==> config.mk <==
export PLATFORM = sky130hd
export DESIGN_NAME = uart_tx_word_arbiter
export DESIGN_NICKNAME = d
export VERILOG_FILES = /design/src/rtl/uart_tx_word_arbiter.sv
export SDC_FILE = /design/constraint.sdc
export NUM_CORES = 1
export LEC_CHECK = 0
export CORE_UTILIZATION = 47
export DETAILED_ROUTE_END_ITERATION = 16
export PLACE_DENSITY = 0.85
export SLEW_MARGIN = 20
export SYNTH_ARGS = -nofsm -noshare
export SYNTH_HDL_FRONTEND = slang
export SYNTH_SLANG_ARGS = --single-unit
export TNS_END_PERCENT = 10
==> constraint.sdc <==
create_clock -name clk -period 3.01 [get_ports clk]
set_input_delay 0.4515 -clock clk [delete_from_list [all_inputs] [get_ports clk]]
set_output_delay 0.4515 -clock clk [all_outputs]
set_load 0.05 [all_outputs]
==> src/rtl/uart_tx_word_arbiter.sv <==
//------------------------------------------------------------------------------
// Module  : uart_tx_word_arbiter
// Brief   : Round-robin word arbiter serialising two word requesters MSB-first
//           onto a single uart_tx byte stream. Optional tag byte per word when
//           UART_ARB_HEADER_EN is defined.
// Revision: 1.0 - initial release
//------------------------------------------------------------------------------
`default_nettype none

module uart_tx_word_arbiter #(
    parameter int         WORD_BYTES = 4,
    parameter logic [7:0] HDR0       = 8'hA0,
    parameter logic [7:0] HDR1       = 8'hA1
) (
    input  logic                    clk,
    input  logic                    rst,
    input  logic                    req0_valid,
    input  logic [8*WORD_BYTES-1:0] req0_data,
    output logic                    req0_ready,
    input  logic                    req1_valid,
    input  logic [8*WORD_BYTES-1:0] req1_data,
    output logic                    req1_ready,
    output logic                    tx_valid,
    output logic [7:0]              tx_data,
    input  logic                    tx_ready,
    output logic                    busy,
    output logic                    owner
);

    localparam int c_WIDTH = 8 * WORD_BYTES;
    localparam int c_CW    = (WORD_BYTES > 1) ? $clog2(WORD_BYTES) : 1;

    localparam logic [0:0] c_IDLE = 1'b0;
    localparam logic [0:0] c_SEND = 1'b1;

    logic [0:0]         r_state;
    logic [0:0]         w_next_state;
    logic [c_WIDTH-1:0] r_shift;
    logic [c_CW-1:0]    r_count;
    logic               r_owner;
    logic               r_last_grant;
    logic               w_grant;
    logic               w_accept;
    logic               w_tx_fire;
    logic               w_last_byte;
`ifdef UART_ARB_HEADER_EN
    logic               r_hdr_pending;
`endif

    // Contention goes to whoever did not win last time
    always_comb begin
        w_grant = ~r_last_grant;
        if (req0_valid && !req1_valid) begin
            w_grant = 1'b0;
        end else if (req1_valid && !req0_valid) begin
            w_grant = 1'b1;
        end
    end

    assign w_accept  = (r_state == c_IDLE) && (req0_valid || req1_valid);
    assign w_tx_fire = (r_state == c_SEND) && tx_ready;
`ifdef UART_ARB_HEADER_EN
    assign w_last_byte = w_tx_fire && !r_hdr_pending && (r_count == '0);
`else
    assign w_last_byte = w_tx_fire && (r_count == '0);
`endif

    assign req0_ready = w_accept && !w_grant;
    assign req1_ready = w_accept &&  w_grant;
    assign tx_valid   = (r_state == c_SEND);
    assign busy       = (r_state == c_SEND);
    assign owner      = r_owner;
`ifdef UART_ARB_HEADER_EN
    assign tx_data = r_hdr_pending ? (r_owner ? HDR1 : HDR0) : r_shift[c_WIDTH-1 -: 8];
`else
    assign tx_data = r_shift[c_WIDTH-1 -: 8];
`endif

    always_ff @(posedge clk) begin
        if (rst) begin
            r_state <= c_IDLE;
        end else begin
            r_state <= w_next_state;
        end
    end

    always_comb begin
        w_next_state = r_state;
        case (r_state)
            c_IDLE:  if (w_accept)    w_next_state = c_SEND;
            c_SEND:  if (w_last_byte) w_next_state = c_IDLE;
            default: w_next_state = c_IDLE;
        endcase
    end

    always_ff @(posedge clk) begin
        if (rst) begin
            r_shift      <= '0;
            r_count      <= '0;
            r_owner      <= 1'b0;
            r_last_grant <= 1'b1;
`ifdef UART_ARB_HEADER_EN
            r_hdr_pending <= 1'b0;
`endif
        end else if (w_accept) begin
            r_shift      <= w_grant ? req1_data : req0_data;
            r_count      <= c_CW'(WORD_BYTES - 1);
            r_owner      <= w_grant;
            r_last_grant <= w_grant;
`ifdef UART_ARB_HEADER_EN
            r_hdr_pending <= 1'b1;
`endif
        end else if (w_tx_fire) begin
`ifdef UART_ARB_HEADER_EN
            if (r_hdr_pending) begin
                r_hdr_pending <= 1'b0;
            end else begin
                r_shift <= {r_shift[c_WIDTH-9:0], 8'h00};
                if (r_count != '0) r_count <= r_count - c_CW'(1);
            end
`else
            r_shift <= {r_shift[c_WIDTH-9:0], 8'h00};
            if (r_count != '0) r_count <= r_count - c_CW'(1);
`endif
        end
    end

endmodule

`default_nettype wire

==> impl_results.md <==
* Detail Placement HPWL at between 3 and 4 mm
* Fin crit period at 2.31 ns
* Syn Nets at roughly 320
* H-Tree Level Count at 2
* Post-CTS setup buffers at 0
* Area grow syn2layout at 38.9%
* Top cell type's share of synthesized area at 35.0%
* Vias per cell at ~6.0
* CP bufs+invs at 1
* Seq/Total Area, Yosys at 35.0%
* GPL Wtd Cong at between 0.8 and 0.9
* Clock Tree Buf Depth at 2
* Clock root cell: clkbuf_8
* Critical-path maximum fanout at 17
* Final worst-path cycle share at 76.9%
* Setup TNS at 0 ns
* IO Count at 82
* First drt pass iteration count at 4
* Setup-failing EPs final at 0
* Syn Area/Cell at roughly 8.6 µm²
* Clock transition at the registers of the reported paths at 0.07 ns
* Worst setup SP type: flip-flop
* Critical Path RT at approximately 2.6 ns
* Fraction of layout cells with a size suffix above 1 at under 10%
* Gr usage total at 25.0%
* Max Slew Vio Count at 0
* Synth area leaders: dfxtp_1 35%, a311oi_1 9.9%, nand3b_1 8.9%
* Layout net count at 373
* CP endpoint kind: primary output
* Largest net degree at the start of global routing at 33
* Max-cap violations at 0
* TritonCTS clock tree: done
* Status: completed
* Worst-margin pin slew at approximately 0.67 ns
* First-pass GRT wire length at 9.58 mm
* Cell taking the most area after synthesis: dfxtp_1
* VDD IR-drop max at 0.222 mV
* Synth unique cells at 27
* Critical path type: flip-flop to primary output
* Hold slack at about 0.49 ns
* Initial Util at 48.9%
* # clock sinks at 37
* Number of buffers created by CTS at 5
* DR vias at 2115
* Grt ovf at 0
* Slew HR at 55.5%
* Worst-path cell chain: clkdlybuf4s50_1
* Antenna violations before repair at 0
* Synth Cell Area at 0.00211 mm²
* Pwr Density at 458 mW/mm²
* Max incr delay on CP at 0.91 ns
* Peak Freq at 432 MHz
* Post-synth EDFFs at 0
* Final hold vios at 0
* Antenna-violating nets left at 0
* Post-synth top cells: 37 x dfxtp_1, 28 x a21oi_1, 25 x nand3_1, 25 x nand3b_1, 24 x a311oi_1
* Total Power at 1.34 mW
* Routed wire per std cell at ~16 µm
* Die span in y at 69.1 µm
* #FFs+latches synth at 37
* Core area at 0.00432 mm²
* RSZ-0062 raised after global routing: false
* Post-CTS Hold Fix Bufs at 0
* Skew-Pair Late Insertion Delay at 0.30 ns
* Worst Path Arrival at 1.86 ns
* Most used DFF post-synth: dfxtp_1
* Resize count post-CTS at 0
* ANT cells at 0
* Max Clock Skew at 0.00331 ns
* FP Rows at 24
* Lkg Pwr at ~1 nW
* IO buf count at 81
* Hold Path Class: flip-flop to flip-flop
* Final wirelength at 5.72 mm
* Kind of cell adding the most delay to the critical path: buffers and inverters
* Number of global-route vias before repair at 2082
* Residual DRC at 0
* Number of synthesis warnings at 0
* Most frequent cell after synthesis: dfxtp_1
* Async S/R FF share, synth at 0%
* Die ar. at between 0.004 and 0.005 mm²
* Initial DRC count at 207
* Die X at between 60 and 70 µm
* Worst path slowest cell: clkdlybuf4s50_1
* Synth Instances at ~250
==> per-layer routing <==
metal | wire, µm | vias up | GRT usage (%)
met4 | 72 | 0 | 6.80
met3 | 409 | 9 | 7.60
met1 | 2410 | 988 | 30.3
li1 | - | 1036 | -
met2 | 2830 | 82 | 42.5
met5 | 0 | - | 0
==> cell families (layout without fill, tap and decap cells) <==
kind of cell | count (synthesis) | count (layout) | share of synthesized area, %
AOI/OAI and AO/OA | 94 | 94 | 33.1
xor gates and xnor gates | 1 | 1 | 0.414
adders and majority gates | 1 | 1 | 0.592
buffers and inverters | 50 | 106 | 12.1
DFF | 37 | 37 | 35.0
muxes | 1 | 1 | 0.533
and+or+nand+nor | 63 | 63 | 18.2
==> power breakdown <==
| group | switching (mW) | total [mW] | internal [mW] | leakage, nW |
|---|---|---|---|---|
| registers | 0.0296 | 0.569 | 0.540 | 0.307 |
| clock network | 0.178 | 0.360 | 0.182 | 0.0443 |
| logic | 0.215 | 0.415 | 0.200 | 0.636 |
==> path summary, 6_finish.rpt <==
kind | startpoint | endpoint | slack, ns | cells past startpoint
setup / recovery | busy$_SDFF_PP0_ | busy | 0.70 | 1
setup reg to reg | busy$_SDFF_PP0_ | r_shift[29]$_SDFFE_PP0P_ | 0.96 | 4
hold reg to reg | r_shift[3]$_SDFFE_PP0P_ | r_shift[3]$_SDFFE_PP0P_ | 0.49 | 2
hold / removal | r_shift[3]$_SDFFE_PP0P_ | r_shift[3]$_SDFFE_PP0P_ | 0.49 | 2
==> layout make-up <==
cell class	count	area, µm²
inverters	11	41.3
repair buffers	88	883
multi-input cells	160	1120
flip-flops and latches	37	741
fillers	366	1390
clock buffers	7	86.3
well taps	52	65.1
==> registers in the layout, indices dropped and copies added (netlist names) <==
| signal | flops |
|---|---|
| r_shift | 32 |
| r_count | 2 |
| r_last_grant | 1 |
| busy | 1 |
| owner | 1 |
==> placed cells by master (no fill, tap or decap), drive strengths merged, types with 2 or more instances in the layout <==
cell	instances
clkbuf	7
a311oi	24
and2	2
clkdlybuf4s50	79
a21oi	28
buf	9
nand3b	25
o21ai	24
nand2	4
dfxtp	37
a32oi	8
inv	11
nand2b	3
nand3	25
o32ai	8
==> metrics by stage <==
stage	std cells	instance area, µm²	setup slack, ns	utilization, %
finish	355	2940	0.696	67.9
global route	355	2940	0.629	67.9
CTS	355	2940	0.689	67.9
detailed placement	348	2850	0.643	65.9
global placement	348	2850	0.693	65.9
floorplan	247	2110	1.00	-
No activity file was read; power rests on OpenSTA's default activity.
==> patch 1, RTL diff (same settings) <==
Set the parameter `WORD_BYTES` to 8 (it was 4).
--- a/src/rtl/uart_tx_word_arbiter.sv
+++ b/src/rtl/uart_tx_word_arbiter.sv
@@ -8,7 +8,7 @@
 `default_nettype none
 
 module uart_tx_word_arbiter #(
-    parameter int         WORD_BYTES = 4,
+    parameter int         WORD_BYTES = 8,
     parameter logic [7:0] HDR0       = 8'hA0,
     parameter logic [7:0] HDR1       = 8'hA1
 ) (
Interface: changed (resized req0_data and req1_data); port bits go from 82 to 146. No check against the original RTL was run, so the function may have changed too.
==> patch 1 against the original RTL <==
Clock power rose by 85%. First-iteration DRC count rose by 30%. Clock skew rose by 0.0059 ns. Wire length rose by 130%. Die area rose by 110%. Area after synthesis rose by 120%. Setup slack got worse by 0.12 ns. Power rose by 95%. Cell area rose by 110%. Count of clock-buffer cells in the layout rose by 4. Sequential cell count rose by 33. Largest cell class unchanged. Utilization fell by 1.7 points.
==> patch 1: results (changes against the original RTL) <==
stage,metric,value,unit,change
clock_network,post_cts_buffers,0,,unchanged
synth,netlist_top_cells_area,"dfxtp_1, a221oi_2, nand3b_1, a32oi_1, inv_1",,
power_and_ir_drop,swShare,32.1,%,+0.63 points
critical_path,reg2reg_depth,4,,unchanged
place,dp_hpwl,9360,um,+130%
synth,seq_area_frac_synth,30.8,%,-4.2 points
synth,ys_warn_count,0,,unchanged
power_and_ir_drop,vdd_ir_drop_max,0.223,mV,+0.56%
clock_network,htreeDepth,3,,+1
synth,yosys-top-cells-count,"nand3b_1, dfxtp_1, inv_1, a32oi_1, a221oi_2",,
power_and_ir_drop,p_leak,0.00206,uW,+110%
clock_network,clock_latency,0.34,ns,+0.04 ns
hold_path,holdCritPathClass,reg2reg,,
clock_network,clk_path_buf_depth,2,,unchanged
clock_network,ctsResizeCount,0,,unchanged
timing,clock-skew-final,0.00918,ns,+0.00587 ns
global_routing,grt_busiest_layer,met2,,
synth,synth.distinct_cells,29,,+7.4%
detailed_routing,routed_via_density,6.10,,+2.4%
power_and_ir_drop,combinationalPower,868,uW,+110%
global_routing,grt_pass1_wl,21000,um,+120%
place,routabilityCongestion,0.810,,+1.1%
critical_path,arrival,1.98,ns,+0.12 ns
synth,synthFlopType,dfxtp_1,,
run_status,status,completed,,
cells_and_area,fin_nets,713,,+91%
clock_network,cts_buffers,9,,+4
global_routing,grt_usage,26.5,%,+1.6 points
global_routing,grt_max_degree,65,,+97%
detailed_routing,first_pass_iters,4,,unchanged
synth,async_flop_share,0,%,unchanged
global_routing,first_global_vias,4269,,+110%
power_and_ir_drop,powerSeq,1090,uW,+92%
global_routing,use_met3,5.01,%,-2.6 points
clock_network,clkTransAtPathRegs,0.07,ns,about the same
timing,worst_slew_pin_slew,0.730,ns,+0.0645 ns
detailed_routing,wl_per_cell,18.9,um,+17%
place,place_area,0.00599,sq mm,+110%
cells_and_area,antennaDiodeCount,0,,unchanged
synth,syn_nets,612,,+93%
place,dp_cells,696,,+100%
place,io_buffers,145,,+79%
global_routing,gr-usage-met2,44.5,%,+2.0 points
detailed_routing,wl,13400,um,+130%
critical_path,crit_path_max_fanout,62,,+45
place,pre_cts_slack,0.721,ns,+0.0776 ns
critical_path,cp_top_family,buffers and inverters,,
detailed_routing,drt_iter0_markers,269,,+30%
synth,postSynthCellCount,477,,+93%
power_and_ir_drop,power.total,2620,uW,+95%
timing,setup_violations,0,,unchanged
cells_and_area,layout-drive-gt1-share,17.2,%,+7.7 points
cells_and_area,reg_top3,"r_shift: 64 flops, r_count: 3 flops",,
global_routing,grt_util_met1,33.3,%,+3.0 points
==> patch 1: area by class of cell <==
class / instances / area (sq um)
inverter: 69 / 259
clock buffer: 11 / 151
timing repair buffer: 160 / 1630
sequential: 70 / 1410
fill: 773 / 3130
clock inverter: 2 / 10.0
tap: 129 / 161
multi-input combinational: 268 / 2540
==> patch 1: cells by family (layout without fill, tap and decap cells) <==
kind of cell	after synthesis	count (layout)	share of synthesized area (%)
AOI/OAI and AO/OA	141	141	33.6
buffers and inverters	139	242	14.1
and+or+nand+nor	125	125	20.9
DFF	70	70	30.8
adders and majority gates	2	2	0.550
==> patch 1: worst paths after layout <==
check                endpoint  slack, ns         from
hold / removal    r_shift[17]       0.46  r_shift[17]
setup reg to reg  r_shift[53]       1.01         busy
hold reg to reg   r_shift[17]       0.46  r_shift[17]
setup / recovery         busy       0.57         busy
==> patch 1: per-layer routing <==
metal  share of wire [%]  vias to the layer above
met5                   0                        -
met4                 2.4                        0
met3                 7.0                       29
met2                  49                      179
met1                  42                     2091
li1                    -                     2026
==> patch 2, RTL diff (same flow settings) <==
Without the edit above. Reset style: asynchronous (`rst`), changed in 2 clocked blocks.
--- a/src/rtl/uart_tx_word_arbiter.sv
+++ b/src/rtl/uart_tx_word_arbiter.sv
@@ -76,7 +76,7 @@
     assign tx_data = r_shift[c_WIDTH-1 -: 8];
 `endif
 
-    always_ff @(posedge clk) begin
+    always_ff @(posedge clk or posedge rst) begin
         if (rst) begin
             r_state <= c_IDLE;
         end else begin
@@ -93,7 +93,7 @@
         endcase
     end
 
-    always_ff @(posedge clk) begin
+    always_ff @(posedge clk or posedge rst) begin
         if (rst) begin
             r_shift      <= '0;
             r_count      <= '0;
Formal check against the unedited RTL: differs if rst is asserted again (counterexample within 4 cycles, from zero or initial values and one cycle with rst high); with rst held inactive, the same outputs for 10 cycles.
==> patch 2 against the original RTL <==
Wire length fell by 11%. Area after synthesis is 5.4% lower. Sequential cell count stayed put. Worst hold slack improved by 0.0075 ns. Cell area is 3.2% lower. Setup slack got worse by 0.25 ns. Clock skew up 0.0042 ns. Critical path type is now in2out. Critical endpoint is now req1_ready.
Power is not compared: it rests on default switching activity, and its combinational part moved more than twofold at a synthesized area within 25%.
==> patch 2: results (changes against the original RTL) <==
stage,metric,value,unit,change
critical_path,timing.rr.start,busy,,
synth,seq_area_frac_synth,46.3,%,+11 points
detailed_routing,drt_iter0_markers,188,,-9.2%
global_routing,grt_usage,24.0,%,-0.99 points
synth,synth.distinct_cells,32,,+19%
synth,netlist_top_cells_area,"dfrtp_1, a32oi_1, a222oi_1, a22oi_1, nand2_1",,
synth,synth-xor-area-share,0.438,%,+0.024 points
run_status,status,completed,,
place,dp_cells,314,,-9.8%
cells_and_area,layout-drive-gt1-share,7.72,%,-1.9 points
global_routing,use_met3,4.90,%,-2.7 points
timing,worst_slew_pin_slew,0.645,ns,-0.0206 ns
hold_path,hold_start,r_shift[30],,
cells_and_area,fin_nets,341,,-8.6%
synth,syn_nets,272,,-14%
synth,yosys-top-cells-count,"dfrtp_1, nand2_1, a21oi_1, a22oi_1, a32oi_1",,
detailed_routing,dr_wl_met2,2480,um,-12%
global_routing,antenna_found_initial,0,,unchanged
detailed_routing,wl_met1,2170,um,-10%
detailed_routing,wl,5090,um,-11%
global_routing,grt_max_degree,38,,+15%
synth,synth_fa_ha_area_share,0.625,%,+0.034 points
power_and_ir_drop,p_leak,0.00118,uW,
critical_path,crit_path_max_fanout,13,,-4
synth,synth_compound_area_share,30.2,%,-2.9 points
place,dp_hpwl,3680,um,-7.9%
synth,async_flop_share,100,%,+100 points
detailed_routing,wl_met3,340,um,-17%
synth,postSynthCellCount,202,,-18%
timing,clock-skew-final,0.00750,ns,+0.00419 ns
global_routing,grt_util_met1,30.0,%,-0.32 points
place,routabilityCongestion,0.803,,+0.29%
global_routing,gr-usage-met2,38.5,%,-4.0 points
detailed_routing,first_pass_iters,5,,+1
critical_path,cp-startpoint,req0_valid,,
## patch 2: cell types whose count changed in the layout (fill, tap and decap cells not counted), moves of 11 or more
cell and delta:
a222oi_1 +11, a22oi_1 +14, a311oi_1 -24, dfrtp_1 +36
dfxtp_1 -37, nand2_1 +22, nand3_1 -25, nand3b_1 -24
nor2_1 +12, o21ai_0 -12
## patch 2: worst max-delay path: stages
cell and delay [ns]:
clkdlybuf4s50_1 0.67, a21boi_2 0.43, and2b_2 0.37, buf_12 0.18
## patch 2: worst paths after layout
| kind | endpoint | slack [ns] | cells after the start |
|---|---|---|---|
| min in group asynchronous | r_shift[22] | 0.57 | 3 |
| hold reg to reg | r_shift[30] | 0.50 | 2 |
| hold / removal | r_shift[30] | 0.50 | 2 |
| setup reg to reg | r_shift[26] | 0.90 | 4 |
| max in group asynchronous | r_last_grant | 2.09 | 3 |
| setup / recovery | req1_ready | 0.45 | 4 |
## patch 2: final cells by class
| class | count | area, sq um |
|---|---|---|
| fill | 300 | 1210 |
| clock buffer | 6 | 72.6 |
| clock inverter | 2 | 10.0 |
| sequential | 37 | 927 |
| timing repair buffer | 88 | 883 |
| tap | 50 | 62.6 |
| multi-input combinational | 136 | 877 |
| inverter | 3 | 11.3 |
## patch 2: power by group through the flow
stage	logic [uW]	clock network (uW)	registers, uW
final	1160	332	897
after detailed placement	1160	0	903
after global placement	1130	0	893
after global routing	1270	359	921
after CTS	1170	336	894
after floorplan	897	0	876
## patch 2: cells by family (layout without fill, tap and decap cells)
| logic type | after synthesis | after routing |
|---|---|---|
| compound gates | 81 | 81 |
| xor+xnor | 1 | 1 |
| fa+ha+maj | 1 | 1 |
| buf+inv | 29 | 99 |
| flops | 37 | 37 |
| simple gates | 53 | 53 |
